[config.mk]
export PLATFORM = sky130hd
export DESIGN_NAME = mips_multicycle_control
export DESIGN_NICKNAME = d
export VERILOG_FILES = /design/src/rtl/mips_multicycle_control.sv
export SDC_FILE = /design/constraint.sdc
export NUM_CORES = 1
export LEC_CHECK = 0
export CAP_MARGIN = 20
export CORE_AREA = 2 2 39 41
export DETAILED_ROUTE_END_ITERATION = 12
export DIE_AREA = 0 0 41 43
export DONT_BUFFER_PORTS = 1
export PLACE_DENSITY = 0.63
export SETUP_SLACK_MARGIN = 0.3
export SLEW_MARGIN = 40
export SYNTH_ARGS = -nofsm -noshare
export SYNTH_HDL_FRONTEND = slang
export SYNTH_SLANG_ARGS = --single-unit
[constraint.sdc]
create_clock -name clk -period 2.6 [get_ports clk]
set_clock_uncertainty 0.1 [all_clocks]
set_input_delay 0.65 -clock clk [delete_from_list [all_inputs] [get_ports clk]]
set_output_delay 0.65 -clock clk [all_outputs]
set_load 0.01 [all_outputs]
[src/rtl/mips_multicycle_control.sv]
// Multicycle MIPS main controller: sequences fetch/decode/execute/memory/writeback
// and drives all datapath enables and mux selects, including the 3-bit ALU code.
// Ports:
//   clk, reset        - clock, synchronous active-high reset
//   opcode, funct     - instruction register fields instr[31:26], instr[5:0]
//   zero              - ALU zero flag, used to resolve beq
//   ALU_control       - ALU op: 010 add, 110 sub, 000 and, 001 or, 111 slt
//   ALU_src_A/B       - ALU operand selects
//   PC_src            - PC source select (ALU result, ALUOut, jump target)
//   IorD              - memory address select (PC / ALUOut)
//   IR_write, mem_write, reg_write, pc_en - write enables
//   reg_dst, mem_to_reg - register file destination / data selects
//   state             - current state, for debug
// Outputs are a Moore decode of the state register (pc_en also looks at zero),
// so they settle in the same cycle the state is entered.
module mips_multicycle_control (
    input  logic       clk,
    input  logic       reset,
    input  logic [5:0] opcode,
    input  logic [5:0] funct,
    input  logic       zero,
    output logic [2:0] ALU_control,
    output logic       ALU_src_A,
    output logic [1:0] ALU_src_B,
    output logic [1:0] PC_src,
    output logic       IorD,
    output logic       IR_write,
    output logic       mem_write,
    output logic       reg_write,
    output logic       reg_dst,
    output logic       mem_to_reg,
    output logic       pc_en,
    output logic [3:0] state
);

    localparam int unsigned OP_W = 6;

    localparam logic [OP_W-1:0] OP_RTYPE = 6'b000000;
    localparam logic [OP_W-1:0] OP_J     = 6'b000010;
    localparam logic [OP_W-1:0] OP_BEQ   = 6'b000100;
    localparam logic [OP_W-1:0] OP_ADDI  = 6'b001000;
    localparam logic [OP_W-1:0] OP_LW    = 6'b100011;
    localparam logic [OP_W-1:0] OP_SW    = 6'b101011;

    typedef enum logic [3:0] {
        FETCH   = 4'd0,
        DECODE  = 4'd1,
        MEMADR  = 4'd2,
        MEMRD   = 4'd3,
        MEMWB   = 4'd4,
        MEMWR   = 4'd5,
        EXECUTE = 4'd6,
        ALUWB   = 4'd7,
        BEQ     = 4'd8,
        ADDIEX  = 4'd9,
        ADDIWB  = 4'd10,
        JUMP    = 4'd11
    } state_t;

    typedef enum logic [1:0] {
        ALUOP_ADD   = 2'd0,
        ALUOP_SUB   = 2'd1,
        ALUOP_FUNCT = 2'd2
    } aluop_t;

    state_t state_q;
    state_t state_d;
    aluop_t alu_op;
    logic   pc_write;
    logic   branch;

    // State register
    always_ff @(posedge clk) begin
        if (reset) begin
            state_q <= FETCH;
        end else begin
            state_q <= state_d;
        end
    end

    // Next-state logic
    always_comb begin
        state_d = FETCH;
        case (state_q)
            FETCH:   state_d = DECODE;
            DECODE: begin
                case (opcode)
                    OP_LW, OP_SW: state_d = MEMADR;
                    OP_RTYPE:     state_d = EXECUTE;
                    OP_BEQ:       state_d = BEQ;
                    OP_ADDI:      state_d = ADDIEX;
                    OP_J:         state_d = JUMP;
                    default:      state_d = FETCH;
                endcase
            end
            MEMADR:  state_d = (opcode == OP_SW) ? MEMWR : MEMRD;
            MEMRD:   state_d = MEMWB;
            EXECUTE: state_d = ALUWB;
            ADDIEX:  state_d = ADDIWB;
            default: state_d = FETCH;
        endcase
    end

    // Moore output decode, ALU code decode and reset override
    always_comb begin
        alu_op      = ALUOP_ADD;
        pc_write    = 1'b0;
        branch      = 1'b0;
        ALU_control = 3'b010;
        ALU_src_A   = 1'b0;
        ALU_src_B   = 2'b00;
        PC_src      = 2'b00;
        IorD        = 1'b0;
        IR_write    = 1'b0;
        mem_write   = 1'b0;
        reg_write   = 1'b0;
        reg_dst     = 1'b0;
        mem_to_reg  = 1'b0;
        pc_en       = 1'b0;

        case (state_q)
            FETCH: begin
                IR_write  = 1'b1;
                pc_write  = 1'b1;
                ALU_src_B = 2'b01;
            end
            DECODE:  ALU_src_B = 2'b11;
            MEMADR, ADDIEX: begin
                ALU_src_A = 1'b1;
                ALU_src_B = 2'b10;
            end
            MEMRD:   IorD = 1'b1;
            MEMWB: begin
                reg_write  = 1'b1;
                mem_to_reg = 1'b1;
            end
            MEMWR: begin
                IorD      = 1'b1;
                mem_write = 1'b1;
            end
            EXECUTE: begin
                ALU_src_A = 1'b1;
                alu_op    = ALUOP_FUNCT;
            end
            ALUWB: begin
                reg_write = 1'b1;
                reg_dst   = 1'b1;
            end
            BEQ: begin
                ALU_src_A = 1'b1;
                alu_op    = ALUOP_SUB;
                branch    = 1'b1;
                PC_src    = 2'b01;
            end
            ADDIWB:  reg_write = 1'b1;
            JUMP: begin
                pc_write = 1'b1;
                PC_src   = 2'b10;
            end
            default: ;
        endcase

        case (alu_op)
            ALUOP_SUB: ALU_control = 3'b110;
            ALUOP_FUNCT: begin
                case (funct)
                    6'b100010: ALU_control = 3'b110;
                    6'b100100: ALU_control = 3'b000;
                    6'b100101: ALU_control = 3'b001;
                    6'b101010: ALU_control = 3'b111;
                    default:   ALU_control = 3'b010;
                endcase
            end
            default:   ALU_control = 3'b010;
        endcase

        pc_en = pc_write | (branch & zero);

        // Reset aborts the instruction: no write enables, selects park at FETCH values
        if (reset) begin
            ALU_control = 3'b010;
            ALU_src_A   = 1'b0;
            ALU_src_B   = 2'b01;
            PC_src      = 2'b00;
            IorD        = 1'b0;
            IR_write    = 1'b0;
            mem_write   = 1'b0;
            reg_write   = 1'b0;
            reg_dst     = 1'b0;
            mem_to_reg  = 1'b0;
            pc_en       = 1'b0;
        end
    end

    assign state = 4'(state_q);

endmodule

==> results of run 1 <==
## worst max path at each step
| stage | startpoint | endpoint | slack (ns) | cells after the start |
|---|---|---|---|---|
| 6_report | state[0] | ALU_control[1] | 0.34 | 5 |
| 5_1_grt | state[0] | ALU_control[2] | 0.25 | 7 |
| 4_1_cts | state[3] | ALU_control[1] | 0.30 | 5 |
| 3_5_place_dp | state[2] | ALU_control[1] | 0.28 | 5 |
| 3_3_place_gp | state[3] | ALU_control[1] | 0.30 | 5 |
| 2_1_floorplan | state[2] | ALU_control[1] | 0.34 | 5 |
## cell families after synthesis
logic type,share of synthesized area
xor+xnor,0.0415
fa+ha+maj,0.0593
flops,0.126
simple gates,0.427
compound gates,0.229
buf+inv,0.101
mux,0.0158
## per-stage QoR
step	utilization	instance area, um2	power (mW)	std cells
floorplan	-	653	0.107	85
global placement	0.481	666	0.110	100
detailed placement	0.481	666	0.110	100
CTS	0.540	747	0.186	106
global route	0.579	801	0.192	109
finish	0.579	801	0.184	109
## where the power goes
part / leakage [nW] / switching [mW] / internal [mW]
registers: 0.0352 / 0.00355 / 0.0618
logic: 0.205 / 0.0251 / 0.0195
clock network: 0.0138 / 0.0229 / 0.0515
total: 0.254 / 0.0515 / 0.133
## synthesized netlist by cell type
cell / count / area (um2)
nor2_2: 1 / 6.26
dfxtp_1: 4 / 80.1
a21o_1: 1 / 7.51
a22oi_1: 1 / 7.51
inv_1: 6 / 22.5
a2111oi_2: 1 / 15.0
xor2_1: 2 / 17.5
a2111o_1: 1 / 11.3
a221oi_1: 1 / 8.76
buf_4: 3 / 22.5
o21ai_0: 1 / 5.00
a31oi_1: 2 / 12.5
nand2_1: 2 / 7.51
nor3b_1: 2 / 15.0
o21ba_2: 1 / 10.0
nand3_1: 7 / 35.0
a221oi_2: 1 / 15.0
nor2_1: 9 / 33.8
nor3_1: 6 / 30.0
nor2b_1: 1 / 6.26
a21oi_1: 4 / 20.0
a41oi_1: 1 / 8.76
and3b_1: 1 / 8.76
xnor2_1: 1 / 8.76
ha_1: 3 / 37.5
mux2i_1: 1 / 10.0
nand2b_1: 3 / 18.8
nand2b_4: 1 / 13.8
buf_6: 1 / 11.3
nand4_1: 2 / 12.5
a211oi_1: 1 / 7.51
and3_2: 1 / 7.51
nor3_4: 1 / 16.3
or2_2: 1 / 6.26
o21bai_1: 1 / 7.51
clkbuf_1: 2 / 7.51
o2111ai_1: 1 / 8.76
nor4_1: 5 / 31.3
nor4_4: 1 / 21.3
## worst max-delay path, stage by stage, from the launching register on
cell	delay (ns)
dfxtp_4	0.35
nand2b_4	0.17
nor2_4	0.12
buf_6	0.11
ha_4	0.20
a2111o_1	0.33
## repair_timing
action,4_1_cts,5_1_grt
buffers inserted,3,3
endpoints found under the setup margin,4,3
resized for setup,9,9
pin swaps,4,5
## per-layer routing
metal | global-route usage | part of all wire | vias up | routed length [um]
met5 | 0 | 0 | - | 0
met4 | 0.0600 | 0 | 0 | 0
met3 | 0.0366 | 0.064 | 0 | 106
met2 | 0.306 | 0.50 | 21 | 831
met1 | 0.263 | 0.44 | 323 | 728
li1 | - | - | 336 | -
## cell type report
class	instances	area share
clock buffers	3	0.0281
inverters	6	0.0281
multi-input cells	69	0.695
flip-flops and latches	4	0.116
well taps	16	0.0250
repair buffers	11	0.108
==> results by group, run 1 <==
Status
  – Status: complete, no violations

Clock network
  – Reg clk slew, reported paths: 0.04 ns
  – H-tree depth: 1
  – Worst-skew pair later-pin latency: 0.23 ns
  – CTS buffer count: 3
  – TritonCTS clock tree: done
  – Hold_buf cts: 0
  – Clock sink total: 4
  – Longest Clk Path Bufs: 2
  – Clock root buffer master: clkbuf_4

Worst hold path
  – Hold Path Sink: state[0]
  – Min-delay src: reset
  – HP Class: primary input to flop
  – Hold Path Depth: 1

Layout
  – Commonest non-fill, non-tap cell in the layout: buf_4
  – Fillers: 135
  – Area Growth Syn to Fin: 26.5%
  – Antenna cell count: 0
  – Max reg flops: 4
  – Layout Nets: 113
  – Sequential Area: 92.6 um2
  – Fraction of layout cells with a size suffix above 1: 0.398
  – Most frequent cells in the layout: buf_4, nand3_1, nor2_1, inv_1, nor3_1
  – Multi-input logic area: 557 um2

STA
  – Max Clk Rate: 442 MHz
  – RSZ-0062 raised after global routing: true
  – Period utilisation layout: 0.871
  – Fin. Hold Viols: 0
  – Final worst slack: 0.336 ns
  – Min Tclk post-route: 2.26 ns
  – Slew @ Worst Pin: 0.543 ns
  – Setup TNS: 0 ns
  – Worst slew margin: 0.635
  – # setup viols final: 0
  – Hold WS: 0.396 ns
  – Pins Over Slew Limit: 0

Routing
  – Iter 0 DRT Violations: 14
  – DRC Markers: 0
  – Wire per inst: 15.3 um
  – DR vias: 680
  – Vias per inst: 6.24
  – Drt total wl: 1670 um
  – ANT nets after route: 0
  – DRT Pass-1 Iters: 4

Floorplanning
  – Io pins: 34
  – Die Span X: 41 um
  – Die footprint: 1760 um2
  – Row count: 14
  – Die Y-Extent: 43 um
  – Placeable core area: 1380 um2
  – Starting density of the core: 0.458

Global routing
  – First-pass GRT wire length: 2440 um
  – Total GRT Usage: 0.196
  – Congestion Overflow GR: 0
  – Largest net degree at the start of global routing: 19
  – Vias in the first global route: 599
  – Initial antenna violation count: 0

Power
  – Leakage Power: 0.254 nW
  – Power Density: 230 nW/um2
  – Worst IR Drop VDD: 0.112 mV

Setup path
  – R2R Path End: state[1]
  – Required @ worst endpoint: 1.85 ns
  – RR Startpoint: state[0]
  – Crit-path max FO: 5
  – Critical path launch point type: flop
  – R2r worst-path depth: 5
  – R2R setup slack: 1.24 ns
  – Kind of end point of the critical path: output port
  – Critical path class: flop to output port
  – Worst Path Arrival: 1.51 ns

Logic synthesis
  – Synth Warn #: 0
  – Sequential area share after synthesis: 0.126
  – Post-Syn Area: 633 um2
  – Cells after Synth: 85
  – Synthesized area per cell: 7.45 um2
  – Post-synth net total: 103
  – Yosys reg bits: 4
  – Synth unique cells: 39

Place
  – Port bufs: 0
  – Pre-CTS WS: 0.283 ns
  – DP HPWL: 1270 um
  – Routability cong.: 0.764

Flow run
  – Max_cap viols: 0
No activity file was read; power rests on OpenSTA's default activity.
==> inputs of run 2 (changes only) <==
==> constraint.sdc (replaced) <==
create_clock -name clk -period 2.2 [get_ports clk]
set_clock_uncertainty 0.1 [all_clocks]
set_input_delay 0.55 -clock clk [delete_from_list [all_inputs] [get_ports clk]]
set_output_delay 0.55 -clock clk [all_outputs]
set_load 0.01 [all_outputs]
==> run 2 against run 1 <==
Compared with the run above: the flow now finishes with violations (negative setup slack); wire length rose by 9.8%; register-to-register slack worse by 0.39 ns; total power increased by 32%; via count increased by 2.8%; cell area grew 13%; combinational power increased by 41%; critical path type unchanged.
==> results by group, run 2 (same netlist as run 1, synthesis figures left out) <==
Status
  – Status: complete, but fails checks
  – Failing checks: negative setup slack

STA
  – Slew @ Worst Pin: 0.375 ns
  – Min Tclk post-route: 2.22 ns
  – # setup viols final: 2
  – Period utilisation layout: 1.01
  – Setup TNS: -0.0268 ns
  – Fin. Hold Viols: 0
  – Worst slew margin: 0.748
  – Final worst slack: -0.0215 ns
  – Pins Over Slew Limit: 0
  – RSZ-0062 raised after global routing: true
  – Max Clk Rate: 450 MHz

Routing
  – DR vias: 699
  – Vias per inst: 6.24
  – DRT Pass-1 Iters: 4
  – DRC Markers: 0
  – ANT nets after route: 0
  – Iter 0 DRT Violations: 25
  – Drt total wl: 1830 um
  – Wire per inst: 16.3 um

Clock network
  – CTS buffer count: 3
  – H-tree depth: 1
  – Longest Clk Path Bufs: 2
  – TritonCTS clock tree: done
  – Reg clk slew, reported paths: 0.05 ns
  – Clock sink total: 4
  – Worst-skew pair later-pin latency: 0.25 ns
  – Hold_buf cts: 0
  – Clock root buffer master: clkbuf_4

Layout
  – Area Growth Syn to Fin: 43.5%
  – Layout Nets: 115
  – Sequential Area: 92.6 um2
  – Max reg flops: 4
  – Final core utilization: 0.656
  – Final Instance Count excl. Fillers: 112
  – Most frequent cells in the layout: buf_4, nand3_1, inv_1, nor2_2
  – Fraction of layout cells with a size suffix above 1: 0.531
  – Commonest non-fill, non-tap cell in the layout: buf_4
  – Fillers: 118
  – Design area: 908 um2
  – Multi-input logic area: 634 um2
  – Antenna cell count: 0

Place
  – Placed Area: 729 um2
  – Port bufs: 0
  – DP HPWL: 1250 um
  – Placed cells: 101
  – Routability cong.: 0.741

Global routing
  – Total GRT Usage: 0.225
  – Initial antenna violation count: 0
  – First-pass GRT wire length: 2710 um
  – Congestion Overflow GR: 0
  – Vias in the first global route: 644
  – Largest net degree at the start of global routing: 19

Setup path
  – Crit-path max FO: 7
  – CP Cell Sequence: nand2b_4 > nor2_4 > ha_4 > a2111o_1
  – Critical path class: flop to output port
  – Worst Path Arrival: 1.57 ns
  – Slowest stage cell, crit path: a2111o_1
  – CP max stage delay: 0.39 ns
  – Kind of end point of the critical path: output port
  – Critical path launch point type: flop
  – Required @ worst endpoint: 1.55 ns

Floorplanning
  – Die footprint: 1760 um2
  – Die Span X: 41 um
  – Io pins: 34
  – Die Y-Extent: 43 um
  – Row count: 14
  – Starting density of the core: 0.458
  – Placeable core area: 1380 um2

Power
  – Logic pwr share: 0.258
  – Reg power frac: 0.317
  – Net Sw Power: 0.0750 mW
  – Worst IR Drop VDD: 0.265 mV
  – Power Density: 268 nW/um2
  – Clk pwr share: 0.425
  – Leakage Power: 0.283 nW
  – Net Sw Frac: 0.309
  – Int Power: 0.168 mW

Flow run
  – Max_cap viols: 0

Worst hold path
  – HP Class: primary input to flop
## run 2: changes by cell type in the layout (fill, tap and decap cells not counted), moves of 2 or more
cell	previous run	this run
nor3_1	5	3
nor3_2	1	3
nor2_2	1	4
nor2_1	7	3
## run 2: critical path, delay by kind of cell (launching register included)
kind | cells | cell delay (ns)
AOI/OAI and AO/OA | 1 | 0.39
and+or+nand+nor | 2 | 0.32
DFF | 1 | 0.38
adders and majority gates | 1 | 0.23
## run 2: layout make-up
type                            instances  share of cell area
Timing Repair Buffer                   13               0.121
Sequential cell                         4               0.102
Clock buffer                            4              0.0289
Inverter                                6              0.0275
Tap cell                               16              0.0220
Multi-Input combinational cell         69               0.698
## run 2: final timing paths
path	start	endpoint	slack [ns]	cells after the start
setup / recovery	state[3]	ALU_control[1]	-0.02	4
hold / removal	reset	state[3]	0.27	1
setup reg to reg	state[0]	state[1]	0.85	5
hold reg to reg	state[0]	state[2]	0.54	3
## run 2: repair_timing
action,CTS,global route
pin swaps,6,5
gates resized for setup,15,12
endpoints found under the setup margin,13,11
hold endpoints to repair,0,0
setup buffers,5,2
## run 2: power groups by stage
stage          logic, mW  clock network [mW]  registers (mW)
2_1_floorplan     0.0526                   0          0.0783
3_3_place_gp      0.0530                   0          0.0796
3_5_place_dp      0.0529                   0          0.0798
4_1_cts           0.0582               0.107          0.0767
5_1_grt           0.0669               0.112          0.0773
6_report          0.0627               0.103          0.0771
## run 2: metal layers
metal  wire length, um  global-route usage  share of wire  up-vias
met2               893               0.334           0.49       27
met5                 0                   0              0        -
met1               791               0.284           0.43      326
met3                96              0.0681          0.052        6
li1                  -                   -              -      340
met4                47               0.107          0.026        0
## run 2: stage by stage
| step | hold WS, ns | worst slack, ns | total power, mW |
|---|---|---|---|
| finish | 0.271 | -0.0215 | 0.243 |
| global route | 0.269 | -0.0824 | 0.257 |
| CTS | 0.261 | -0.0121 | 0.242 |
| detailed placement | 0.509 | 0.150 | 0.133 |
| global placement | 0.504 | 0.172 | 0.133 |
| floorplan | 0.457 | 0.148 | 0.131 |
